<file path="config.mk">
export PLATFORM = sky130hd
export DESIGN_NAME = alu_op_sequencer
export DESIGN_NICKNAME = d
export VERILOG_FILES = /design/src/rtl/alu_seq_pkg.sv /design/src/rtl/btn_edge_detect.sv /design/src/rtl/alu_op_sequencer.sv
export SDC_FILE = /design/constraint.sdc
export NUM_CORES = 1
export LEC_CHECK = 0
export ABC_AREA = 1
export CAP_MARGIN = 20
export CORE_MARGIN = 8
export CORE_UTILIZATION = 60
export DETAILED_ROUTE_END_ITERATION = 7
export DONT_BUFFER_PORTS = 1
export GPL_TIMING_DRIVEN = 1
export PLACE_DENSITY = 0.76
export SKIP_LAST_GASP = 1
export SLEW_MARGIN = 30
export SYNTH_ARGS = -nofsm -noshare
export SYNTH_HDL_FRONTEND = slang
export SYNTH_SLANG_ARGS = --single-unit
</file>
<file path="constraint.sdc">
create_clock -name CLK100MHZ -period 1.7 [get_ports CLK100MHZ]
set_clock_uncertainty 0.1 [all_clocks]
set_input_delay 0.34 -clock CLK100MHZ [delete_from_list [all_inputs] [get_ports CLK100MHZ]]
set_output_delay 0.34 -clock CLK100MHZ [all_outputs]
set_load 0.1 [all_outputs]
</file>
<file path="src/rtl/alu_seq_pkg.sv">
// Shared types and constants for the ALU operation sequencer.
package alu_seq_pkg;

    typedef enum logic [2:0] {
        LOAD_A  = 3'd0,
        LOAD_B  = 3'd1,
        LOAD_OP = 3'd2,
        EXEC    = 3'd3,
        SHOW    = 3'd4,
        ERR     = 3'd5
    } state_t;

    localparam int FLAGS_W = 4;

    // Bit positions of {N,Z,C,V} within the flags vector.
    localparam int N = 3;
    localparam int Z = 2;
    localparam int C = 1;
    localparam int V = 0;

endpackage

</file>
<file path="src/rtl/btn_edge_detect.sv">
// Rising-edge detector for a debounced, synchronised button level.
// History resets to 1 so a button held through reset release is not a press.
module btn_edge_detect (
    input  logic CLK100MHZ,
    input  logic CPU_RESET,
    input  logic btn,
    output logic press
);

    logic btn_q;

    always_ff @(posedge CLK100MHZ or posedge CPU_RESET) begin
        if (CPU_RESET)
            btn_q <= 1'b1;
        else
            btn_q <= btn;
    end

    assign press = btn & ~btn_q;

endmodule

</file>
<file path="src/rtl/alu_op_sequencer.sv">
// Captures A, B and opcode from the switches, launches the ALU and holds its result.
// Build option: RESULT_CHAIN_EN makes advance in SHOW load the result into op_a.
//
// state   | meaning
// LOAD_A  | waiting for operand A
// LOAD_B  | waiting for operand B
// LOAD_OP | waiting for opcode
// EXEC    | ALU launched, waiting for alu_done or timeout
// SHOW    | result and flags held for display
// ERR     | ALU timed out, err held until advance
module alu_op_sequencer
    import alu_seq_pkg::*;
#(
    parameter int N_BITS  = 8,
    parameter int OP_BITS = 2,
    parameter int TIMEOUT = 16
) (
    input  logic                 CLK100MHZ,
    input  logic                 CPU_RESET,
    input  logic                 BTNC,
    input  logic                 BTND,
    input  logic [N_BITS-1:0]    SW,
    input  logic                 alu_done,
    input  logic [N_BITS-1:0]    alu_result,
    input  logic [FLAGS_W-1:0]   alu_flags,
    output logic [N_BITS-1:0]    op_a,
    output logic [N_BITS-1:0]    op_b,
    output logic [OP_BITS-1:0]   opcode,
    output logic                 alu_start,
    output logic [N_BITS-1:0]    result,
    output logic [FLAGS_W-1:0]   flags,
    output logic [2:0]           c_state,
    output logic                 err
);

    localparam int CNT_W = (TIMEOUT > 2) ? $clog2(TIMEOUT) : 1;
    localparam logic [CNT_W-1:0] CNT_LAST = CNT_W'(TIMEOUT - 1);

    state_t             state;
    logic [CNT_W-1:0]   cnt;
    logic               raw_c;
    logic               raw_d;
    logic               press_c;
    logic               press_d;

    btn_edge_detect u_edge_c (
        .CLK100MHZ (CLK100MHZ),
        .CPU_RESET (CPU_RESET),
        .btn       (BTNC),
        .press     (raw_c)
    );

    btn_edge_detect u_edge_d (
        .CLK100MHZ (CLK100MHZ),
        .CPU_RESET (CPU_RESET),
        .btn       (BTND),
        .press     (raw_d)
    );

    // Simultaneous advance and back cancel each other.
    assign press_c = raw_c & ~raw_d;
    assign press_d = raw_d & ~raw_c;

    always_ff @(posedge CLK100MHZ or posedge CPU_RESET) begin
        if (CPU_RESET) begin
            state     <= LOAD_A;
            op_a      <= '0;
            op_b      <= '0;
            opcode    <= '0;
            result    <= '0;
            flags     <= '0;
            cnt       <= '0;
            alu_start <= 1'b0;
            err       <= 1'b0;
        end else begin
            alu_start <= 1'b0;
            case (state)
                LOAD_A: begin
                    if (press_c) begin
                        op_a  <= SW;
                        state <= LOAD_B;
                    end
                end
                LOAD_B: begin
                    if (press_c) begin
                        op_b  <= SW;
                        state <= LOAD_OP;
                    end else if (press_d) begin
                        state <= LOAD_A;
                    end
                end
                LOAD_OP: begin
                    if (press_c) begin
                        opcode    <= SW[OP_BITS-1:0];
                        cnt       <= '0;
                        alu_start <= 1'b1;
                        state     <= EXEC;
                    end else if (press_d) begin
                        state <= LOAD_B;
                    end
                end
                EXEC: begin
                    if (alu_done) begin
                        result <= alu_result;
                        flags  <= alu_flags;
                        state  <= SHOW;
                    end else if (cnt == CNT_LAST) begin
                        err   <= 1'b1;
                        state <= ERR;
                    end else begin
                        cnt <= cnt + 1'b1;
                    end
                end
                SHOW: begin
                    if (press_c) begin
`ifdef RESULT_CHAIN_EN
                        op_a  <= result;
                        state <= LOAD_B;
`else
                        state <= LOAD_A;
`endif
                    end else if (press_d) begin
                        state <= LOAD_OP;
                    end
                end
                ERR: begin
                    if (press_c) begin
                        err   <= 1'b0;
                        state <= LOAD_A;
                    end
                end
                default: state <= LOAD_A;
            endcase
        end
    end

    assign c_state = state;

endmodule

</file>
* Word-level counts from Yosys, hierarchy flattened
Cells that the tools add are included.
** Cells by class
- Add/sub/neg operators :: 1
- Equality and inequality tests :: 16
- Mux-type cells :: 21
- Bitwise operators :: 8
- Reductions and logical operators :: 10
** Operators with widths (count)
- 3-bit two-way mux :: 10
- 3-bit case mux with 6 select lines :: 1
- 4-bit two-way mux :: 3
- 2-bit inequality test, second input constant :: 6
- 3-bit inequality test, second input constant :: 4
- 4-bit case mux with 2 select lines :: 1
- 2-bit AND reduction :: 4
- 4-bit AND reduction :: 2
- 3-bit by 2-bit == test with 1-bit output, second input constant :: 2
- 3-bit == test, second input constant :: 2
- 6-bit AND reduction :: 1
- 1-bit two-way mux :: 5
- 4-bit by 1-bit adder with 4-bit output, second input constant :: 1
- 1-bit bitwise AND :: 4
- 4-bit == test, second input constant :: 1
- 1-bit NOT :: 4
- 2-bit nonzero test :: 2
- 3-bit by 1-bit == test with 1-bit output, second input constant :: 1
- 3-bit zero test :: 1
- 1-bit case mux with 2 select lines :: 1
** Storage, ports and cells
- Register bits after elaboration :: 41
- Input bits :: 25
- Output and inout port bits :: 35
- Word-level logic and storage cells :: 67

* Logic depth before layout (Yosys ltp)
Gate-level depths: netlist of run 1.
- Depth after elaboration :: 7
- Depth in mapped cells :: 10
- Gate-level depth less buffers :: 10

* By module
Synthesis of run 1 repeated with hierarchy kept, for this count alone.
** Unflattened totals
- Cells, all modules :: 211
- Area total of the unflattened synthesis :: 1836.8 um^2
** By module, submodules not included
- alu_op_sequencer :: times used 1, cells each 203, area each 1756.7 um^2, sequential area each 975.9 um^2
- btn_edge_detect :: times used 2, cells each 4, area each 40.0 um^2, sequential area each 26.3 um^2

* Least setup slack after synthesis of run 1
No wires, ideal clock.
- Path kind :: flip-flop to flip-flop
- Start :: register state[0], in the netlist c_state[0]
- End :: register op_b[0]
- Setup time :: 0.122 ns
- Data arrival time :: 1.866 ns
- Required time :: 1.478 ns
- Setup slack :: -0.388 ns
- Cell stages (with the launch flop) :: 7
- Buffers on the path :: 1
- Period minus slack after synthesis :: 2.088 ns
- Cell sequence :: dfrtp_1 > inv_1 > nor2_4 > nand3_4 > buf_6 > nand2_1 > o21ai_2
** Between the ends
- Longest elaborated chain between the ends :: 2
** Ends and longest elaborated chain
- from (decl) :: RTL line alu_op_sequencer.sv:39 : state_t state;
- from (signal assigned) :: RTL line alu_op_sequencer.sv:66 : state <= LOAD_A;
- from (signal assigned) :: RTL line alu_op_sequencer.sv:81 : state <= LOAD_B;
- from (signal assigned) :: RTL line alu_op_sequencer.sv:87 : state <= LOAD_OP;
- 3-bit by 1-bit == test with 1-bit output :: RTL line alu_op_sequencer.sv:77 : case (state)
- 2-bit AND reduction (no source line)
- to (signal assigned) :: RTL line alu_op_sequencer.sv:68 : op_b <= '0;
- to (signal assigned) :: RTL line alu_op_sequencer.sv:86 : op_b <= SW;
- to (decl) :: RTL line alu_op_sequencer.sv:27 : output logic [N_BITS-1:0] op_b,
Every way passes these cells.
A chain may end at the register's enable or synchronous reset.

* Worst setup path after layout of run 1
- Start :: register state[1], in the netlist c_state[1]
- End :: output c_state[1]
** RTL lines
- to (decl) :: RTL line alu_op_sequencer.sv:32 : output logic [2:0] c_state,
No word-level cell between the ends.

==> results of run 1 <==
cells by family (layout without fill, tap and decap cells):
family	Yosys count	count (layout)	share of synthesized area
and+or+nand+nor	122	122	0.2878
DFF	41	41	0.5426
buffers and inverters	29	71	0.06798
AOI/OAI and AO/OA	21	21	0.07261
adders and majority gates	3	3	0.01980
xor gates and xnor gates	2	2	0.009243
sequential cells by signal (all words and copies together), names as in the netlist:
| signal | cells |
|---|---|
| opcode | 2 |
| op_b | 8 |
| u_edge_d.btn_q | 1 |
| flags | 4 |
| u_edge_c.btn_q | 1 |
| err | 1 |
| cnt | 4 |
| c_state | 3 |
| alu_start | 1 |
| result | 8 |
| op_a | 8 |
per-stage QoR:
step	cell area [um2]	setup WS, ns
detailed placement	2203	0.07637
global placement	2203	0.1803
finish	2340	0.07668
CTS	2287	0.06128
global route	2340	-0.01481
floorplan	1902	0.04629
cells in the final DEF, fill, tap and decap left out:
master,instances
nand2_4,1
nor2_2,4
nor2_4,1
ha_1,1
dlygate4sd3_1,3
nor2_1,10
clkbuf_1,2
dfrtp_4,1
o21ai_2,8
a211oi_1,1
nand2_1,76
o21ai_0,12
nand3_2,1
inv_4,1
nand3_4,3
clkbuf_4,5
clkinv_4,1
nand2_2,2
dfstp_2,2
nand3_1,22
buf_12,1
inv_6,1
nand4_1,2
inv_1,22
ha_4,2
buf_4,35
dfrtp_1,36
xor2_1,2
dfrtp_2,2
layout make-up:
| cell class | instances | area (um2) |
|---|---|---|
| well taps | 44 | 55.05 |
| clock inverters | 1 | 8.758 |
| inverters | 24 | 97.59 |
| clock buffers | 7 | 45.04 |
| multi-input cells | 148 | 785.8 |
| fillers | 224 | 688.2 |
| repair buffers | 39 | 312.8 |
| flip-flops and latches | 41 | 1035 |
how the worst min path moves through the flow:
| stage | start | end | slack (ns) | cells past startpoint |
|---|---|---|---|---|
| floorplan | BTNC | u_edge_c.btn_q | 0.24 | 0 |
| global placement | CPU_RESET | op_b[1] | 0.16 | 1 |
| detailed placement | CPU_RESET | op_b[1] | 0.17 | 1 |
| CTS | alu_flags[2] | flags[2] | 0.007 | 2 |
| global route | alu_flags[1] | flags[1] | 0.006 | 2 |
| finish | alu_flags[2] | flags[2] | 0.02 | 2 |
repair_timing:
| action | 4_1_cts | 5_1_grt |
|---|---|---|
| endpoints found under the setup margin | 0 | 11 |
| hold buffers | 3 | 0 |
| endpoints found under the hold margin | 11 | 0 |
| resized for setup | 0 | 11 |
| setup buffers | 0 | 0 |
metal layers:
metal	routed length [um]	share of wire
met3	305	0.068
met2	2376	0.53
met4	104	0.023
met5	0	0
met1	1725	0.38
==> metrics.md, run 1 <==
| Metric | Value |
|---|---|
| Worst Path Max Fanout | 8 |
| Setup crit end kind | output port |
| Pre-antenna DRT Iters | 4 |
| Worst R2R Setup Slack | 0.10 ns |
| Busiest grt layer | met2 |
| Syn_nets | around 250 |
| Initial Util | 0.6260 |
| Post-route minimum period | 1.623 ns |
| Reg-to-reg critical path startpoint | u_edge_d.btn_q |
| Cells after DPL | 293 |
| Met3 GRT Util | 0.06061 |
| Synth Instances | ~220 |
| Yosys top cell area share | 0.5149 |
| Max-slew headroom | 0.6750 |
| Worst-margin pin slew | around 0.5 ns |
| Yosys warnings | 0 |
| Routed len/inst | 14.84 um |
| MaxCap Viol Count | 0 |
| Fmax | 0.6160 GHz |
| Synth cell count leaders | 77 x nand2_1, 39 x dfrtp_1, 23 x nand3_1 |
| First-pass GRT wire length | 7307 um |
| Post-synthesis sequential area ratio | 0.5426 |
| Routability-driven placement congestion ratio | roughly 0.9 |
| Period utilization | 0.9549 |
| Final setup fails | 0 |
| Post-synth EDFFs | 0 |
| Ys async rst share | 1.000 |
| Fin nets | 287 |
| CP cell instances | buf_4 |
| Initial antenna violation count | 0 |
| #FFs+latches synth | 41 |
| Synth area leader | dfrtp_1 |
| Ports | 60 |
| Core Region | between 3000 and 4000 um2 |
| Syn avg cell area | 8.695 um2 |
| Critical Path Stages | 1 |
| Clock Latency Late Sink | 0.35 ns |
| Number of buffers created by CTS | 5 |
| Hold Slack | 0.01723 ns |
| Critical Path AT | approximately 1.2 ns |
| Most common cell in the netlist | nand2_1 |
| CTS tree | done |
| Clk buf depth | 2 |
| Distinct cell type count after synthesis | 23 |
| Die height | approximately 72 um |
| Vias per cell | 5.250 |
| Clock-pin slew on the worst setup and hold paths | 0.12 ns |
| Layout Cells excl Fill | between 300 and 400 |
| Min-Delay Path Class | primary input to flop |
| Global Route met1 Usage | 0.1985 |
| Core Util, Final | 0.7727 |
| Grt met2 use | 0.3029 |
| Outcome | completed |
| Chip width | 72.21 um |
| CTS Sinks | slightly above 40 |
| Top_reg_cell synth | dfrtp_1 |
| CTS Root Cell | clkbuf_4 |
| GRT Util Overall | 0.1776 |
| Largest net degree at the start of global routing | 31 |
| Mapped cell area | 1896 um2 |
| DRC Markers | 0 |
| Ant diodes | 0 |
| Number of port buffers | 0 |
| Layout area overhead | 23.43% |
| Reg2reg path depth | 9 |
| Cell Rows | 20 |
| Vias in the first global route | between 1500 and 2000 |
| Die area | 5214 um2 |
| Placed wire-length estimate | 3367 um |
| Top post-synthesis cells by area | dfrtp_1 51%, nand2_1 15%, nand3_1 6.1%, inv_1 4.4%, o21ai_2 3.7% |
| Slowest stage delay, CP | 0.50 ns |
| CP delay by family, top | flip-flops |
| Final-report max-slew violation count | 0 |
| Fin Setup TNS | 0 ns |
| Worst setup path endpoint | c_state[1] |
| Layout cells sized above 1 | 0.2731 |
| CP bufs+invs | 1 |
| Final hold vios | 0 |
| Max H-tree Level | 2 |
| CP Launch Point | c_state[1] |
| Vias | 1596 |
| Worst R2R End | c_state[2] |
| CP startpoint kind | flop |
| Initial DRC count | 91 |
| Critical Path Slowest Stage Cell | dfrtp_2 |
| Critical Path RT | 1.26 ns |
| WL final | ~4500 um |
| Grt ovf | 0 |
| Antenna Nets Post-Route | 0 |
| Worst setup path class | flop to output port |
Power of run 1 is not shown: default switching activity piles up to over one toggle a cycle in this logic, so the estimate is an artifact.
==> run 2: changes to the inputs <==
Settings changed: RECOVER_POWER set to 25.
==> run 2 against run 1 <==
Net effect: sequential share of layout area up 0.24 points; die area unchanged; maximum frequency about the same; via count grew 0.38%; critical path type unchanged; hold slack got worse by 0.0016 ns; largest cell class unchanged; highest routed layer unchanged; final area shrank 0.53%; register-to-register slack hardly changed; clock-buffer cell count unchanged.
==> metrics.md, run 2 (synthesis results as in run 1) <==
| Metric | Value |
|---|---|
| Max-slew headroom | 0.7190 (+0.04400) |
| Chip width | 72.21 um (unchanged) |
| Worst setup path class | flop to output port |
| Outcome | completed |
| Slowest stage delay, CP | 0.50 ns (about the same) |
| Clk buf depth | 2 (unchanged) |
| Initial Util | 0.6260 (unchanged) |
| CP bufs+invs | 1 (unchanged) |
| Ant diodes | 0 (unchanged) |
| CTS tree | done |
| Grt ovf | 0 (unchanged) |
| Core Region | 3028 um2 (unchanged) |
| Hold EP | flags[0] |
| WL final | 4493 um (-0.40%) |
| Worst Path Max Fanout | 8 (unchanged) |
| Layout cells sized above 1 | 0.2731 (unchanged) |
| Critical Path AT | 1.18 ns (about the same) |
| Max H-tree Level | 2 (unchanged) |
| Initial antenna violation count | 0 (unchanged) |
| Layout Cells excl Fill | 304 (unchanged) |
| Final hold vios | 0 (unchanged) |
| Clock Latency Late Sink | 0.35 ns (about the same) |
| Routability-driven placement congestion ratio | 0.8741 (unchanged) |
| Worst R2R Setup Slack | 0.11 ns (about the same) |
| Largest net degree at the start of global routing | 31 (unchanged) |
| First-pass GRT wire length | 7307 um (unchanged) |
| Dpl ws | 0.07637 ns (unchanged) |
| DRC Markers | 0 (unchanged) |
| Clock-pin slew on the worst setup and hold paths | 0.12 ns (about the same) |
| Post-route minimum period | 1.624 ns (+0.0008438 ns) |
| Post-CTS Setup Inserts | 0 (unchanged) |
| Vias in the first global route | 1567 (unchanged) |
| Number of port buffers | 0 (unchanged) |
| Antenna Nets Post-Route | 0 (unchanged) |
| Die area | 5214 um2 (unchanged) |
| MaxCap Viol Count | 0 (unchanged) |
| Fmax | 0.6157 GHz (about the same) |
| Cell Rows | 20 (unchanged) |
| Final-report max-slew violation count | 0 (unchanged) |
| Cells after DPL | 293 (unchanged) |
| Fin Setup TNS | 0 ns (unchanged) |
| CTS Sinks | 41 (unchanged) |
| Min-Delay Path Class | primary input to flop |
| CP delay by family, top | flip-flops |
| Worst-margin pin slew | 0.4210 ns (-0.06592 ns) |
| Layout area overhead | 22.77% |
| Hold Path Stages | 2 (unchanged) |
| CTS Root Cell | clkbuf_4 |
| Vias per cell | 5.270 (+0.38%) |
| Period utilization | 0.9554 (about the same) |
| Initial DRC count | 108 (+19%) |
| Largest regs | op_a x8, op_b x8, result x8 |
| CP startpoint kind | flop |
| Final setup fails | 0 (unchanged) |
| Pre-antenna DRT Iters | 4 (unchanged) |
| Most frequent cells in the layout | 76 x nand2_1, 36 x dfrtp_1, 35 x buf_4, 22 x inv_1, 22 x nand3_1 |
| CP Launch Point | c_state[1] |
| Worst R2R End | c_state[2] |
| Ports | 60 (unchanged) |
| Hold Startpoint | alu_flags[0] |
| Critical Path Slowest Stage Cell | dfrtp_2 |
| GRT Util Overall | 0.1776 (unchanged) |
| Die height | 72.21 um (unchanged) |
| Number of buffers created by CTS | 5 (unchanged) |
| Reg2reg path depth | 9 (unchanged) |
| CP cell instances | buf_4 |
| Setup crit end kind | output port |
| Reg-to-reg critical path startpoint | u_edge_d.btn_q |
| Routed len/inst | 14.78 um (-0.40%) |
| Worst setup margin | 0.07583 ns (-0.0008438 ns) |
| Placed wire-length estimate | 3367 um (unchanged) |
| Vias | 1602 (+0.38%) |
| Critical Path RT | 1.26 ns (about the same) |
| Fin nets | 287 (unchanged) |
| Commonest non-fill, non-tap cell in the layout | nand2_1 |
| Hold Slack | 0.01563 ns (-0.001597 ns) |
run 2: cell types whose count changed in the layout (fill, tap and decap cells not counted), sizes merged:
| cell | before | now |
|---|---|---|
| clkbuf | 7 | 8 |
| buf | 36 | 35 |
run 2: worst max-delay path by stage:
stage                      end  cells after the start
floorplan             flags[0]                      7
global placement    c_state[2]                     10
detailed placement  c_state[1]                      9
CTS                 c_state[1]                      1
global route        c_state[1]                     10
finish              c_state[1]                      1
run 2: metal layers:
layer | share of wire | track usage
met1 | 0.38 | 0.1985
met5 | 0 | 0
met3 | 0.072 | 0.06061
met4 | 0.023 | 0.06803
met2 | 0.53 | 0.3029
run 2: cell type report:
| type | count | area (um2) |
|---|---|---|
| sequential | 41 | 1035 |
| multi-input combinational | 148 | 785.8 |
| fill | 226 | 700.7 |
| timing repair buffer | 39 | 300.3 |
| inverter | 24 | 97.59 |
| tap | 44 | 55.05 |
| clock buffer | 7 | 45.04 |
| clock inverter | 1 | 8.758 |
run 2: through the flow:
stage	utilization	area (um2)
after floorplan	-	1902
after CTS	0.7554	2287
final	0.7686	2327
after global placement	0.7277	2203
after global routing	0.7686	2327
after detailed placement	0.7277	2203
run 2: timing repair:
| action | in CTS | in global routing |
|---|---|---|
| gates resized for setup | 0 | 11 |
| hold buffers | 3 | 0 |
| endpoints found under the setup margin | 0 | 11 |
| endpoints found under the hold margin | 11 | 0 |
Power of run 2 is left out for the same reason.
